--- src/rtl/tff_mod_counter_pkg.sv ---
`default_nettype none
// ============================================================================
// Module : tff_mod_counter_pkg
// Brief  : Shared constants and helpers for the toggle-cell modulo counters.
//          DIR_UP / DIR_DOWN : encodings of the counter direction input.
//          modulus_is_legal  : elaboration-time range check of a modulus
//                              against a counter width.
// Rev    : 1.0  initial release
// ============================================================================
package tff_mod_counter_pkg;

  localparam logic DIR_UP   = 1'b1;
  localparam logic DIR_DOWN = 1'b0;

  // A modulus must allow at least two states and must fit in WIDTH bits.
  function automatic bit modulus_is_legal(input int width, input longint modulus);
    if (width < 1 || width > 62) return 1'b0;
    return (modulus >= 2) && (modulus <= (longint'(1) << width));
  endfunction

endpackage
`default_nettype wire

--- src/rtl/tff_mod_counter_if.sv ---
`default_nettype none
// ============================================================================
// Module : tff_mod_counter_if
// Brief  : Control/status bundle of the modulo counter.
//          master : drives en, up, load, load_val; observes the status.
//          slave  : the counter; drives count, count_bar, tc, wrap, err.
// Rev    : 1.0  initial release
// ============================================================================
interface tff_mod_counter_if #(
  parameter int WIDTH = 4
) ();

  logic             en;
  logic             up;
  logic             load;
  logic [WIDTH-1:0] load_val;
  logic [WIDTH-1:0] count;
  logic [WIDTH-1:0] count_bar;
  logic             tc;
  logic             wrap;
  logic             err;

  modport master (
    output en, up, load, load_val,
    input  count, count_bar, tc, wrap, err
  );

  modport slave (
    input  en, up, load, load_val,
    output count, count_bar, tc, wrap, err
  );

endinterface
`default_nettype wire

--- src/rtl/tff_mod_counter_tff.sv ---
`default_nettype none
// ============================================================================
// Module : T_flipflop
// Brief  : Single-bit toggle cell with asynchronous active-high reset.
//          clk, reset : clock and asynchronous clear
//          i_t        : toggle enable, q inverts on the edge when high
//          o_q/o_qbar : stored bit and its complement
// Rev    : 1.0  initial release
// ============================================================================
module T_flipflop (
  input  wire logic clk,
  input  wire logic reset,
  input  wire logic i_t,
  output logic      o_q,
  output logic      o_qbar
);

  logic r_q;

  always_ff @(posedge clk or posedge reset) begin
    if (reset) begin
      r_q <= 1'b0;
    end else if (i_t) begin
      r_q <= ~r_q;
    end
  end

  // Complement is derived from the stored bit so it tracks reset as well.
  assign o_q    = r_q;
  assign o_qbar = ~r_q;

endmodule
`default_nettype wire

--- src/rtl/tff_mod_counter.sv ---
`default_nettype none
// ============================================================================
// Module : tff_mod_counter
// Brief  : Modulo-MODULUS up/down counter realised as a row of toggle cells.
//          The next count is computed here and turned into per-bit toggle
//          enables (current ^ next); the cells alone hold the count.
//          clk, reset : clock and asynchronous active-high clear
//          bus        : en/up/load/load_val in; count/count_bar/tc/wrap/err out
// Rev    : 1.0  initial release
// ============================================================================
module tff_mod_counter
  import tff_mod_counter_pkg::*;
#(
  parameter int WIDTH   = 4,
  parameter int MODULUS = 10
) (
  input  wire logic         clk,
  input  wire logic         reset,
  tff_mod_counter_if.slave  bus
);

  if (!modulus_is_legal(WIDTH, longint'(MODULUS))) begin : g_bad_modulus
    $error("tff_mod_counter: MODULUS out of range for WIDTH");
  end

  localparam logic [WIDTH-1:0] c_TERM = WIDTH'(MODULUS - 1);
  // One extra bit so MODULUS == 2**WIDTH is representable in the load check.
  localparam logic [WIDTH:0]   c_MOD  = (WIDTH+1)'(MODULUS);

  logic [WIDTH-1:0] w_count;
  logic [WIDTH-1:0] w_count_bar;
  logic [WIDTH-1:0] w_next;
  logic [WIDTH-1:0] w_t;
  logic             w_wrap_evt;
  logic             w_err_next;
  logic             w_at_term;
  logic             w_at_zero;
  logic             r_wrap;
  logic             r_err;

  assign w_at_term = (w_count == c_TERM);
  assign w_at_zero = (w_count == '0);

  always_comb begin
    w_next     = w_count;
    w_wrap_evt = 1'b0;
    w_err_next = r_err;
    if (bus.load) begin
      if ({1'b0, bus.load_val} < c_MOD) begin
        w_next     = bus.load_val;
        w_err_next = 1'b0;
      end else begin
        w_next     = '0;
        w_err_next = 1'b1;
      end
    end else if (bus.en) begin
      if (bus.up == DIR_UP) begin
        // Wrap at MODULUS-1 rather than on binary overflow, so a
        // non-power-of-two modulus never enters an unused code.
        if (w_at_term) begin
          w_next     = '0;
          w_wrap_evt = 1'b1;
        end else begin
          w_next = w_count + 1'b1;
        end
      end else begin
        if (w_at_zero) begin
          w_next     = c_TERM;
          w_wrap_evt = 1'b1;
        end else begin
          w_next = w_count - 1'b1;
        end
      end
    end
  end

  // A bit toggles exactly where the current and next counts differ.
  assign w_t = w_count ^ w_next;

  for (genvar i = 0; i < WIDTH; i++) begin : g_cells
    T_flipflop u_cell (
      .clk    (clk),
      .reset  (reset),
      .i_t    (w_t[i]),
      .o_q    (w_count[i]),
      .o_qbar (w_count_bar[i])
    );
  end

  always_ff @(posedge clk or posedge reset) begin
    if (reset) begin
      r_wrap <= 1'b0;
      r_err  <= 1'b0;
    end else begin
      r_wrap <= w_wrap_evt;
      r_err  <= w_err_next;
    end
  end

  assign bus.count     = w_count;
  assign bus.count_bar = w_count_bar;
  // Cascade enable: valid in the cycle before the wrapping edge.
  assign bus.tc        = bus.en & ~bus.load &
                         ((bus.up == DIR_UP) ? w_at_term : w_at_zero);
  assign bus.wrap      = r_wrap;
  assign bus.err       = r_err;

endmodule
`default_nettype wire
--- src/flat_wrapper.sv ---
// flat-port wrapper written by rule: the top's interface ports become plain ports
module tff_mod_counter_flat import tff_mod_counter_pkg::*;
#(
  parameter int WIDTH   = 4,
  parameter int MODULUS = 10
)
  (clk, reset, bus_en, bus_up, bus_load, bus_load_val, bus_count, bus_count_bar, bus_tc, bus_wrap, bus_err);
  tff_mod_counter_if #(.WIDTH(WIDTH)) bus_i ();
  input  wire logic clk;
  input  wire logic reset;
  input wire logic [$bits(bus_i.en)-1:0] bus_en;
  input wire logic [$bits(bus_i.up)-1:0] bus_up;
  input wire logic [$bits(bus_i.load)-1:0] bus_load;
  input wire logic [$bits(bus_i.load_val)-1:0] bus_load_val;
  output wire logic [$bits(bus_i.count)-1:0] bus_count;
  output wire logic [$bits(bus_i.count_bar)-1:0] bus_count_bar;
  output wire logic [$bits(bus_i.tc)-1:0] bus_tc;
  output wire logic [$bits(bus_i.wrap)-1:0] bus_wrap;
  output wire logic [$bits(bus_i.err)-1:0] bus_err;
  assign bus_i.en = bus_en;
  assign bus_i.up = bus_up;
  assign bus_i.load = bus_load;
  assign bus_i.load_val = bus_load_val;
  assign bus_count = bus_i.count;
  assign bus_count_bar = bus_i.count_bar;
  assign bus_tc = bus_i.tc;
  assign bus_wrap = bus_i.wrap;
  assign bus_err = bus_i.err;
  tff_mod_counter #(.WIDTH(WIDTH), .MODULUS(MODULUS)) u_core (.clk(clk), .reset(reset), .bus(bus_i));
endmodule
--- config.mk ---
export PLATFORM = sky130hd
export DESIGN_NAME = tff_mod_counter_flat
export DESIGN_NICKNAME = d
export VERILOG_FILES = /design/src/rtl/tff_mod_counter_pkg.sv /design/src/rtl/tff_mod_counter_if.sv /design/src/rtl/tff_mod_counter_tff.sv /design/src/rtl/tff_mod_counter.sv /design/src/flat_wrapper.sv
export SDC_FILE = /design/constraint.sdc
export NUM_CORES = 1
export LEC_CHECK = 0
export ABC_AREA = 0
export CORE_AREA = 2 2 48 50
export DETAILED_ROUTE_END_ITERATION = 12
export DIE_AREA = 0 0 50 52
export PLACE_DENSITY = 0.66
export SYNTH_ARGS = -nofsm -noshare
export SYNTH_HDL_FRONTEND = slang
export SYNTH_SLANG_ARGS = --single-unit
--- constraint.sdc ---
create_clock -name clk -period 1.5 [get_ports clk]
set_clock_uncertainty 0.15 [all_clocks]
set_input_delay 0.3 -clock clk [delete_from_list [all_inputs] [get_ports clk]]
set_output_delay 0.3 -clock clk [all_outputs]
set_load 0.02 [all_outputs]
==> flow_summary.toml <==
[run_status]
status = "finished, violations left"
violations = "setup timing"

[route]
drt-pass1-iter-count = 4
via_count = 671
wl_per_cell_um = 14.6
viasPerCell = 5.24
drc = 0
drt_iter0_drc = 34
routed_wl_um = 1870
drt.antenna.violating_nets = 0

[clocking]
cts_root_buf = "clkbuf_4"
clkTransAtPathRegs_ns = 0.06
cts_tree = "built"
clkLatencyLatePin_ns = 0.26
htree_num_levels = 1
cts_buffers = 3
cts_buffer_depth = 2
hold_buffers = 0
clkSinkCount = 6

[floorplanning]
dieArea_um2 = 2600
coreArea_um2 = 2110
chipHeight_um = 52
rows = 17
die_w_um = 50
pin_count = 20
start_util = 0.282

[sta]
setup_viol = 5
fmax_mhz = 532
finalCritPeriodShare = 1.25
tightest_slew_ns = 0.360
slew_viol_final = 0
relSlewSlack = 0.757
rsz0062_at_grt = "yes"
post-route-min-period_ns = 1.88
fin_ws_ns = -0.380
finalHoldViolations = 0

[setup_path]
critPathCaptureType = "output port"
crit_fanout = 4
r2r_slack_ns = -0.23
crit_slowest_cell = "dfrtp_1"
r2r_end = "u_core.g_cells[3].u_cell.o_q$_DFFE_PP0P_"
slowest_delay_ns = 0.38
cp_cell_sequence = "inv_2, ha_4, and3_4, a31oi_4, nor4_4, buf_4"
crit_required_ns = 1.05
rr_worst_depth = 6
crit_path_start = "u_core.g_cells[1].u_cell.o_q$_DFFE_PP0P_"
critPathArrivalTime_ns = 1.43
cp-start-kind = "register"
regToRegStartpoint = "u_core.g_cells[0].u_cell.o_q$_DFFE_PP0P_"
critPathKind = "reg2out"

[yosys]
yosys.area_share.simple = 0.203
synth_edf_count = 0
synth_top_family_by_area = "compound AO/OA/AOI/OAI gates"
yosys_warnings = 0
synth_cell_types = 34
synth_fa_ha_area_frac = 0.0633
synth_top_area_cell = "dfrtp_1"
synth_area_leaders = "dfrtp_1, buf_4, ha_1"
syn-cell-area_um2 = 593
synth.area.mux_share = 0.0169
synth.yosys.seq_area_share = 0.253
avgSynthCellArea_um2 = 8.12
syn_inst = 73
synth_xor_xnor_area_share = 0
async_reset_ff_frac = 1.00
yosys_register_bits = 6
synth_fp_nets = 85
synth_compound_area_frac = 0.253
ys.flop_type = "dfrtp_1"
synth_top_area_share = 0.253

[power]
pwr-share-seq = 0.254
p_per_area_nw_per_um2 = 846
p_int_uw = 479
combPwrFrac = 0.513
switching_share = 0.396
p_switching_uw = 313
p_leak_uw = 0.000411
vdd_drop_max_mv = 0.317
clkPwrFrac = 0.232

[place]
placed_cells = 123
gp_congestion = 0.817
postPlaceCellArea_um2 = 871
portBuffers = 19
dpl.hpwl_um = 1280

[layout]
antenna_cells = 0
final_cell_mix = "buf_4, clkdlybuf4s50_1, buf_6"
final_common_cell = "buf_4"
layout.cells.non_filler = 128
final_util = 0.445
area.growth.synth_to_final_pct = 58.0
fin_area_um2 = 937
layout-drive-gt1-share = 0.490
final_nets = 113

[grt]
grt_pass1_wl_um = 2680
met2_usage = 0.230
grt-ovfl-total = 0
met3_usage = 0.0316
grt-busiest-layer = "met2"
grtUsageMet1 = 0.159
grt_max_degree = 11
grt_usage = 0.141
grt_pass1_vias = 573
antenna_found_initial = 0

[run]
maxCapViolCount = 0

[min_path]
hp-class = "in2async"
[critical path, delay by kind of cell (launching register included)]
kind	cells	cell delay [ns]
buf+inv	2	0.28
fa+ha+maj	1	0.14
compound gates	1	0.04
flops	1	0.38
simple gates	2	0.32
[final cells by class]
type,count,area [um2]
fillers,189,1170
multi-input cells,46,383
repair buffers,36,307
flip-flops and latches,6,154
well taps,28,35.0
inverters,8,32.5
clock buffers,4,26.3
[state kept, by name (all words and copies together) (netlist names)]
signal / flops
u_core.bus.err: 1
u_core.bus.wrap: 1
u_core.g_cells.u_cell.o_q: 4
[metal layers]
layer	wire length, um	up-vias
li1	-	310
met1	735	317
met2	986	38
met3	96	6
met5	0	-
met4	50	0
[cells by family (layout without fill, tap and decap cells)]
logic type	Yosys count	count (layout)
buf+inv	21	48
mux	1	1
fa+ha+maj	3	3
simple gates	24	24
compound gates	18	18
flops	6	6
[cell usage after synthesis (2+ instances only)]
master,n
a31oi_1,2
o21ai_1,2
inv_2,3
nand2_1,6
nand3_1,2
nor3_1,2
dfrtp_1,6
nor4_1,2
o221ai_1,2
o31ai_2,2
nor2_1,5
buf_4,9
inv_1,4
ha_1,3
and3_1,2
nand2b_1,2
buf_2,2
[how the worst max path moves through the flow]
| stage | to | slack [ns] | cells past startpoint |
|---|---|---|---|
| after floorplan | bus_tc | -0.15 | 5 |
| after global placement | bus_tc | -0.77 | 5 |
| after detailed placement | bus_tc | -0.80 | 5 |
| after CTS | bus_tc | -0.38 | 5 |
| after global routing | bus_tc | -0.45 | 6 |
| final | bus_tc | -0.38 | 6 |
[power by group through the flow]
stage	sequential (uW)	combinational (uW)	clock, uW
2_1_floorplan	204	239	0
3_3_place_gp	198	374	0
3_5_place_dp	199	378	0
4_1_cts	198	377	186
5_1_grt	204	435	207
6_report	202	407	184
[stage by stage]
stage | total power (uW) | hold slack, ns | setup TNS (ns) | setup slack, ns
after global routing | 846 | 0.138 | -1.19 | -0.451
after CTS | 760 | 0.114 | -0.957 | -0.385
after detailed placement | 576 | 0.370 | -2.87 | -0.801
after floorplan | 443 | -0.0591 | -0.333 | -0.145
final | 793 | 0.111 | -0.905 | -0.380
after global placement | 573 | 0.360 | -2.75 | -0.769
[repair_timing]
| item | 4_1_cts | 5_1_grt |
|---|---|---|
| setup endpoints to repair | 15 | 12 |
| gates cloned | 0 | 1 |
| resized for setup | 49 | 11 |
| pin swaps | 2 | 0 |
| setup buffers | 1 | 1 |
(Power assumes the default switching activity.)
